[config.mk]
export PLATFORM = sky130hd
export DESIGN_NAME = instruction_fetch_unit
export DESIGN_NICKNAME = d
export VERILOG_FILES = /design/src/rtl/instruction_fetch_unit.sv
export SDC_FILE = /design/constraint.sdc
export NUM_CORES = 1
export LEC_CHECK = 0
export CORE_ASPECT_RATIO = 1.25
export CORE_UTILIZATION = 49
export CTS_BUF_LIST = sky130_fd_sc_hd__clkbuf_2
export DETAILED_ROUTE_END_ITERATION = 10
export PLACE_DENSITY = 0.91
export SLEW_MARGIN = 15
export SYNTH_ARGS = -nofsm -noshare
export SYNTH_HDL_FRONTEND = slang
export SYNTH_SLANG_ARGS = --single-unit
[constraint.sdc]
create_clock -name clk -period 3.3 [get_ports clk]
set_clock_uncertainty 0.15 [all_clocks]
set_input_delay 0.66 -clock clk [delete_from_list [all_inputs] [get_ports clk]]
set_output_delay 0.66 -clock clk [all_outputs]
set_load 0.005 [all_outputs]
[src/rtl/instruction_fetch_unit.sv]
// Instruction fetch unit: reads one 16-bit word at a time from program memory
// and hands it to the decoder, then advances pc by +1 or to a jump target.
module instruction_fetch_unit #(
   parameter logic [15:0] RESET_VECTOR = 16'h0000
) (
   input  logic        clk,
   input  logic        reset,
   input  logic        run,
   output logic        mem_req,
   output logic [15:0] mem_addr,
   input  logic        mem_ack,
   input  logic [15:0] mem_rdata,
   output logic [15:0] instruction,
   output logic        instruction_valid,
   input  logic        instruction_ready,
   input  logic        program_counter_increment,
   input  logic [15:0] jump_target,
   output logic [15:0] pc,
   output logic        halted,
   output logic [15:0] retired_count
);

   typedef enum logic [1:0] {
      IDLE  = 2'd0,
      FETCH = 2'd1,
      ISSUE = 2'd2
   } state_t;

   state_t      state_reg;
   logic [15:0] pc_reg;
   logic        mem_req_reg;
   logic [15:0] instruction_reg;
   logic        instruction_valid_reg;
   logic        halted_reg;
   logic [15:0] retired_count_reg;

   always_ff @(posedge clk) begin
      if (reset) begin
         state_reg             <= IDLE;
         pc_reg                <= RESET_VECTOR;
         mem_req_reg           <= 1'b0;
         instruction_reg       <= 16'h0000;
         instruction_valid_reg <= 1'b0;
         halted_reg            <= 1'b1;
         retired_count_reg     <= 16'h0000;
      end else begin
         case (state_reg)
            IDLE: begin
               if (run) begin
                  state_reg   <= FETCH;
                  mem_req_reg <= 1'b1;
                  halted_reg  <= 1'b0;
               end
            end
            // run is deliberately not consulted here: a started fetch always completes.
            FETCH: begin
               if (mem_ack) begin
                  instruction_reg       <= mem_rdata;
                  instruction_valid_reg <= 1'b1;
                  mem_req_reg           <= 1'b0;
                  state_reg             <= ISSUE;
               end
            end
            ISSUE: begin
               if (instruction_ready) begin
                  pc_reg                <= program_counter_increment ? pc_reg + 16'd1 : jump_target;
                  retired_count_reg     <= retired_count_reg + 16'd1;
                  instruction_valid_reg <= 1'b0;
                  if (run) begin
                     state_reg   <= FETCH;
                     mem_req_reg <= 1'b1;
                  end else begin
                     state_reg  <= IDLE;
                     halted_reg <= 1'b1;
                  end
               end
            end
            default: begin
               state_reg   <= IDLE;
               mem_req_reg <= 1'b0;
               halted_reg  <= 1'b1;
            end
         endcase
      end
   end

   // pc is only updated on accept, so it already equals the address held during a fetch.
   assign mem_req           = mem_req_reg;
   assign mem_addr          = pc_reg;
   assign instruction       = instruction_reg;
   assign instruction_valid = instruction_valid_reg;
   assign pc                = pc_reg;
   assign halted            = halted_reg;
   assign retired_count     = retired_count_reg;

endmodule

==> results.yml, run 1 <==
critical_path:
  critPathLaunchType: "flip-flop"
  regToRegStartpoint: "state_reg[1]"
  critPathRequiredTime_ps: 2490
  rr_worst_depth: 4
  crit_family: "buffers and inverters"
  crit_fanout: 9
  critPathBufInv: 1
  path_cells: "clkdlybuf4s50_1"
  end_kind: "primary output"
  crit_slowest_cell: "clkdlybuf4s50_1"
  reg2reg_slack_ps: 1190
  max_stage_delay_ps: 570
  crit_arrival_ps: 1560
  critical_path_class: "reg2out"
  r2r-end: "retired_count[11]"
flow_run:
  maxCapViolations: 0
logic_synthesis:
  synth_edf_count: 0
  yosysSeqAreaShare: 0.3977
  ys_async_sr_fraction: 0
  synthCells: 334
  syn_area_um2: 2668
  yosysWarnings: 0
  synth-seq-cells: 53
  synth_nets: 374
  ys_types: 43
  avgSynthCellArea_um2: 7.987
  synth_flop_cell: "dfxtp_1"
routing:
  wire_per_inst_um: 14.00
  drt_drc_violations_left: 0
  drtIter0Drc: 289
  via_count: 2679
  avgViaCountPerCell: 5.593
  drt-pass1-iter-count: 4
  drt-total-wl_um: 6707
  ant_nets: 0
sta:
  fin_crit_ps: 2370
  min_period_over_period: 0.7182
  tightest_slew_ps: 678.1
  rsz0062_at_grt: "no"
  drv_slew: 0
  worst_hold_slack_ps: 320.9
  fmax_mhz: 422.0
  maxSlewHeadroom: 0.5466
  hold_viol: 0
  fin_tns_setup_ps: 0
  setup_violations: 0
  fin_ws_ps: 930.1
clock_tree:
  cts_setup_buffers: 0
  clk_pin_slew_ps: 270
  clkLatencyLatePin_ps: 440
  root_buffer: "clkbuf_2"
  numCtsBuffers: 5
  cts_buffer_depth: 2
  cts.hold.buffers_added: 0
  cts_tree: "done"
  ctsResizeCount: 0
  htreeDepth: 2
  cts_sinks: 53
grt:
  antenna_found_initial: 0
  grt_pass1_vias: 2473
  grt_max_degree: 37
  track_usage: 0.2343
  grt_pass1_wl_um: 10580
  globalRouteOverflowTotal: 0
floorplanning:
  die-height_um: 84.49
  pin_count: 105
  chipWidth_um: 68.00
  start_util: 0.5177
  core-area_um2: 5152
  fp.dieArea_um2: 5745
  rows: 29
finish:
  antenna_cells: 0
  multi_input_area_um2: 1370
  nets: 456
  drive_gt1_frac: 0.05755
  seq_area_um2: 1061
  finalNonFillerCells: 479
  syn2layout_area_growth_pct: 37.43
  n_fill_cell: 451
hold_path:
  hold_path.startpoint: "instruction[3]"
  hold_path_class: "reg2reg"
  hold_depth: 2
  whs_endpoint: "instruction[3]"
placed_design:
  place_inst: 471
  gp_congestion: 0.7715
  hpwl_um: 4820
  post-place-ws_ps: 502.4
  io_buffer_count: 104
outcome:
  status: "completed"
pwr:
  power_density_nw_per_um2: 298.2
  p_leak_nw: 1.197
  max-vdd-ir-drop_uv: 252.3
## kinds of logic after synthesis
kind of cell	share of synthesized area
and+or+nand+nor	0.2894
AOI/OAI and AO/OA	0.1604
buffers and inverters	0.08865
DFF	0.3977
muxes	0.02486
adders and majority gates	0.009379
xor gates and xnor gates	0.02955
## cell usage in the layout, fill, tap and decap left out, types with 2 or more instances in the layout
cell / netlist / layout
a2111oi_0: 2 / 2
a211oi_1: 3 / 3
a21o_1: 2 / 2
a21oi_1: 39 / 39
a311oi_1: 3 / 3
a31oi_1: 6 / 6
and3_1: 5 / 5
buf_4: 16 / 5
clkbuf_2: 0 / 5
clkdlybuf4s50_1: 0 / 103
clkinv_2: 0 / 2
dfxtp_1: 53 / 53
ha_1: 2 / 2
inv_1: 11 / 11
mux2_2: 5 / 5
nand2_1: 51 / 51
nand2b_1: 5 / 5
nand3_1: 7 / 7
nand3b_1: 10 / 10
nand4_1: 8 / 8
nand4b_1: 3 / 3
nor2_1: 25 / 25
nor2b_1: 5 / 5
nor3_1: 4 / 4
nor3b_1: 7 / 7
nor4_1: 10 / 10
o21ai_0: 7 / 7
o21bai_1: 2 / 2
o22ai_1: 2 / 2
o32ai_1: 2 / 2
or3_1: 2 / 2
xnor2_1: 8 / 8
## stage by stage
step                cell area, um2  utilization  power (mW)
floorplan                     2668            -      0.7539
global placement              3623       0.7033      0.8425
detailed placement            3623       0.7033      0.8473
CTS                           3666       0.7115       1.103
global route                  3666       0.7115       1.138
finish                        3666       0.7115       1.093
## report_power, final
part | switching [mW] | internal (mW)
Clock | 0.208 | 0.0495
Combinational | 0.0642 | 0.0956
Sequential | 0.0161 | 0.660
## how the worst max path moves through the flow
stage                                  from                 to  slack (ps)  cells after the start
after floorplan           instruction_ready  retired_count[11]        1250                      4
final                           mem_addr[3]              pc[3]         930                      1
after global routing            mem_addr[0]        mem_addr[0]         840                      1
after CTS                       mem_addr[0]        mem_addr[0]         910                      1
after global placement    instruction_ready  retired_count[11]         540                      5
after detailed placement  instruction_ready  retired_count[11]         500                      5
## Yosys cell counts (6+ instances only)
master / count / area, um2
a21oi_1: 39 / 195.2
a31oi_1: 6 / 37.54
buf_4: 16 / 120.1
clkbuf_1: 14 / 52.55
dfxtp_1: 53 / 1061
inv_1: 11 / 41.29
nand2_1: 51 / 191.4
nand3_1: 7 / 35.03
nand3b_1: 10 / 75.07
nand4_1: 8 / 50.05
nor2_1: 25 / 93.84
nor3b_1: 7 / 52.55
nor4_1: 10 / 62.56
o21ai_0: 7 / 35.03
xnor2_1: 8 / 70.07
## tightest hold or removal path, delay by kind of cell (launching register included)
kind	cells	cell delay, ps
AOI/OAI and AO/OA	1	50
DFF	1	370
and+or+nand+nor	1	50
## final cells by class
| cell class | instances | share of cell area |
|---|---|---|
| inverters | 11 | 0.01126 |
| clock buffers | 5 | 0.006826 |
| well taps | 62 | 0.02116 |
| repair buffers | 109 | 0.2928 |
| flip-flops and latches | 53 | 0.2894 |
| multi-input cells | 236 | 0.3737 |
| clock inverters | 3 | 0.004778 |
## layer usage
metal | wire length [um] | share of wire | GRT usage | vias up
li1 | - | - | - | 1328
met1 | 2729 | 0.41 | 0.2601 | 1257
met2 | 3469 | 0.52 | 0.4153 | 89
met3 | 449 | 0.067 | 0.06114 | 5
met4 | 59 | 0.0088 | 0.07955 | 0
met5 | 0 | 0 | 0 | -
No activity file was read; power rests on OpenSTA's default activity.
==> inputs of run 2 (changes only) <==
CORE_UTILIZATION = 41   (was 49)
PLACE_DENSITY = 0.81   (was 0.91)
clock period = 2.1 ns   (was 3.3 ns; I/O delays follow)
==> results.yml, run 2 (synthesis results as in run 1) <==
outcome:
  status: "completed"
floorplanning:
  pin_count: 105
  start_util: 0.4271
  die-height_um: 92.18
  fp.dieArea_um2: 6835
  chipWidth_um: 74.15
  core-area_um2: 6246
  rows: 32
finish:
  seq_area_um2: 1085
  finalNonFillerCells: 537
  nets: 491
  multi_input_area_um2: 1370
  n_fill_cell: 568
  final_util: 0.6448
  final_common_cell: "clkdlybuf4s50_1"
  syn2layout_area_growth_pct: 50.98
  antenna_cells: 0
  final_cell_area_um2: 4028
  mostFrequentLayoutCells: "91 x clkdlybuf4s50_1, 51 x nand2_1, 39 x a21oi_1, 39 x buf_4, 34 x dfxtp_1"
  drive_gt1_frac: 0.1726
routing:
  drt-pass1-iter-count: 4
  drt-total-wl_um: 7211
  avgViaCountPerCell: 5.216
  drtIter0Drc: 141
  via_count: 2801
  wire_per_inst_um: 13.43
  ant_nets: 0
  drt_drc_violations_left: 0
sta:
  setup_violations: 0
  hold_viol: 0
  maxSlewHeadroom: 0.6994
  tightest_slew_ps: 450.9
  fin_crit_ps: 2043
  fmax_mhz: 489.4
  drv_slew: 0
  min_period_over_period: 0.9730
clock_tree:
  clk_pin_slew_ps: 280
  cts_tree: "done"
  cts_sinks: 53
  cts_buffer_depth: 2
  cts.hold.buffers_added: 0
  htreeDepth: 2
  numCtsBuffers: 5
  root_buffer: "clkbuf_2"
  clkLatencyLatePin_ps: 460
grt:
  grt_pass1_vias: 2516
  grt_max_degree: 26
  track_usage: 0.2102
  antenna_found_initial: 0
  globalRouteOverflowTotal: 0
  grt_pass1_wl_um: 11260
critical_path:
  critical_path_class: "reg2out"
  end_kind: "primary output"
  crit_arrival_ps: 1470
  critPathLaunchType: "flip-flop"
  r2r-end: "mem_addr[15]"
  critPathRequiredTime_ps: 1530
  reg2reg_slack_ps: 210
  regToRegStartpoint: "mem_addr[8]"
  crit_fanout: 6
  rr_worst_depth: 4
hold_path:
  hold_depth: 2
  whs_endpoint: "retired_count[9]"
  hold_path.startpoint: "reset"
  hold_path_class: "in2reg"
placed_design:
  gp_congestion: 0.7969
  hpwl_um: 5386
  io_buffer_count: 104
  place_inst: 523
  postPlaceCellArea_um2: 3882
pwr:
  power_density_nw_per_um2: 438.3
  max-vdd-ir-drop_uv: 436.5
  p_leak_nw: 1.614
flow_run:
  maxCapViolations: 0
## run 2: final cells by class
class,instances,share of cell area
clock buffers,5,0.006213
flip-flops and latches,53,0.2693
inverters,11,0.01025
clock inverters,3,0.005281
multi-input cells,236,0.3402
repair buffers,144,0.3423
well taps,85,0.02641
## run 2: worst max-delay path by stage
stage	startpoint	end	slack [ps]	depth (start not counted)
5_1_grt	mem_addr[4]	pc[4]	-0.7	2
4_1_cts	mem_addr[3]	pc[3]	2	2
3_3_place_gp	instruction_ready	retired_count[11]	-250	5
2_1_floorplan	state_reg[1]	retired_count[11]	270	5
6_report	mem_addr[4]	pc[4]	60	2
3_5_place_dp	instruction_ready	retired_count[13]	-270	6
## run 2: critical path, stage by stage (launching register included)
cell,delay [ps]
dfxtp_2,390
buf_4,130
clkdlybuf4s50_1,500
## run 2: metal layers
layer	track usage	wire length, um	part of all wire
met2	0.3629	3705	0.51
met5	0	0	0
met4	0.07212	86	0.012
met1	0.2488	2930	0.41
met3	0.04835	488	0.068
## run 2: where the power goes
part	internal, mW	switching, mW	leakage [nW]
logic	0.168	0.110	1.15
clock network	0.0844	0.344	0.0294
registers	1.04	0.0205	0.439
total	1.29	0.475	1.61
## run 2: timing repair
item | 4_1_cts | 5_1_grt
gates resized for setup | 6 | 25
buffers inserted | 1 | 5
endpoints found under the setup margin | 9 | 29
## run 2: per-stage QoR
step                      setup slack (ps)  hold slack (ps)  setup TNS, ps  power [mW]
final                                56.71            205.6              0       1.765
after global routing               -0.7041            216.7        -0.7041       1.833
after CTS                            1.639            206.7              0       1.777
after detailed placement            -270.1            297.2          -2146       1.353
after global placement              -249.7            291.4          -1639       1.346
after floorplan                      271.0            302.7              0       1.185
==> inputs of run 3 (changes only) <==
--- a/config.mk
+++ b/config.mk
@@ -7,7 +7,9 @@
 export LEC_CHECK = 0
+export CELL_PAD_IN_SITES_DETAIL_PLACEMENT = 1
+export CELL_PAD_IN_SITES_GLOBAL_PLACEMENT = 2
 export CORE_ASPECT_RATIO = 1.25
-export CORE_UTILIZATION = 41
+export CORE_UTILIZATION = 22
 export CTS_BUF_LIST = sky130_fd_sc_hd__clkbuf_2
 export DETAILED_ROUTE_END_ITERATION = 10
-export PLACE_DENSITY = 0.81
+export PLACE_DENSITY = 0.8
 export SLEW_MARGIN = 15
--- a/constraint.sdc
+++ b/constraint.sdc
@@ -4,2 +4,2 @@
 set_output_delay 0.42 -clock clk [all_outputs]
-set_load 0.005 [all_outputs]
+set_load 0.05 [all_outputs]
==> results.yml, run 3 (synthesis results as in run 1) <==
clock_tree:
  cts_buffer_depth: 2
  clkLatencyLatePin_ps: 460
  htreeDepth: 2
  numCtsBuffers: 5
  root_buffer: "clkbuf_2"
  cts_sinks: 53
  clk_pin_slew_ps: 300
  cts_tree: "done"
outcome:
  status: "completed"
sta:
  rsz0062_at_grt: "no"
  min_period_over_period: 0.9451
  fmax_mhz: 503.8
  tightest_slew_ps: 531.3
  setup_violations: 0
  maxSlewHeadroom: 0.6458
  drv_slew: 0
  fin_crit_ps: 1985
  worst_hold_slack_ps: 233.2
  hold_viol: 0
flow_run:
  maxCapViolations: 0
placed_design:
  io_buffer_count: 104
  hpwl_um: 6320
  gp_congestion: 0.7262
  place_inst: 592
routing:
  avgViaCountPerCell: 4.678
  ant_nets: 0
  drt-total-wl_um: 8392
  drtIter0Drc: 95
  via_count: 2807
  wire_per_inst_um: 13.99
  drt_drc_violations_left: 0
  drt-pass1-iter-count: 4
hold_path:
  hold_path_class: "in2reg"
finish:
  antenna_cells: 0
  final_common_cell: "buf_4"
  nets: 478
  syn2layout_area_growth_pct: 45.03
  finalNonFillerCells: 600
  drive_gt1_frac: 0.2392
  mostFrequentLayoutCells: "76 x buf_4, 51 x nand2_1, 46 x dfxtp_1"
critical_path:
  end_kind: "primary output"
  critPathRequiredTime_ps: 1530
  crit_fanout: 3
  critPathLaunchType: "flip-flop"
  critical_path_class: "reg2out"
  crit_arrival_ps: 1410
  crit_family: "buffers and inverters"
  path_cells: "dlygate4sd2_1"
  critPathBufInv: 1
  max_stage_delay_ps: 540
  crit_slowest_cell: "dlygate4sd2_1"
grt:
  track_usage: 0.1359
  grt_busiest_layer: "met2"
  gr-usage-met1: 0.1505
  grt_pass1_vias: 2890
  gr-usage-met3: 0.03018
  globalRouteOverflowTotal: 0
  grt_pass1_wl_um: 13770
  use_met2: 0.2530
  antenna_found_initial: 0
  grt_max_degree: 33
pwr:
  power_mw: 1.880
  max-vdd-ir-drop_uv: 260.6
  p_leak_nw: 1.461
  power_density_nw_per_um2: 486.1
floorplanning:
  pin_count: 105
  fp.dieArea_um2: 12570
  start_util: 0.2275
  die-height_um: 125.1
  core-area_um2: 11730
  rows: 44
  chipWidth_um: 100.5
-- run 3: changes by cell type in the layout (fill, tap and decap cells not counted) --
cell	before	now
nor3b_1	7	6
buf_12	1	2
clkdlybuf4s15_1	0	11
dlymetal6s2s_1	12	0
dfxtp_2	19	7
nor3b_2	0	1
clkinvlp_4	1	0
dlygate4sd2_1	0	5
buf_4	39	76
clkinv_2	1	0
clkdlybuf4s50_1	91	36
clkinv_4	0	2
dfxtp_1	34	46
-- run 3: timing repair --
| item | CTS | global route |
|---|---|---|
| resized for setup | 16 | 11 |
| hold buffers | 0 | 0 |
| endpoints found under the hold margin | 0 | 0 |
| setup buffers | 0 | 0 |
| endpoints found under the setup margin | 16 | 11 |
| pin swaps | 0 | 0 |
-- run 3: through the flow --
stage                 util  setup WS, ps  setup TNS [ps]  instance area [um2]
detailed placement  0.3261        -319.0           -4112                 3824
global placement    0.3261        -279.2           -3011                 3824
finish              0.3299         115.2               0                 3869
global route        0.3299         2.820               0                 3869
CTS                 0.3287         47.57               0                 3855
floorplan                -        -31.23          -31.23                 2676
-- run 3: report_power, final --
group          leakage, nW  switching, mW  total (mW)  internal, mW
Sequential           0.433         0.0208        1.06          1.04
Combinational        0.994          0.214       0.364         0.151
Clock               0.0335          0.365       0.458        0.0929
-- run 3: path summary, 6_finish.rpt --
kind              slack, ps  cells after the start               from           endpoint
hold / removal          230                      2              reset   retired_count[9]
hold reg to reg         330                      2     instruction[0]     instruction[0]
setup / recovery        120                      1  retired_count[15]  retired_count[15]
setup reg to reg        190                      4   retired_count[0]  retired_count[11]
-- run 3: layer usage --
layer,share of wire,up-vias
met3,0.049,7
li1,-,1365
met2,0.52,71
met4,0.012,0
met5,0,-
met1,0.42,1364
-- run 3: layout make-up --
type,instances,area (um2)
timing repair buffer,131,1130
multi-input combinational,236,1375
clock buffer,5,25.02
sequential,53,1070
tap,161,201.4
fill,1459,7858
inverter,11,41.29
clock inverter,3,26.28
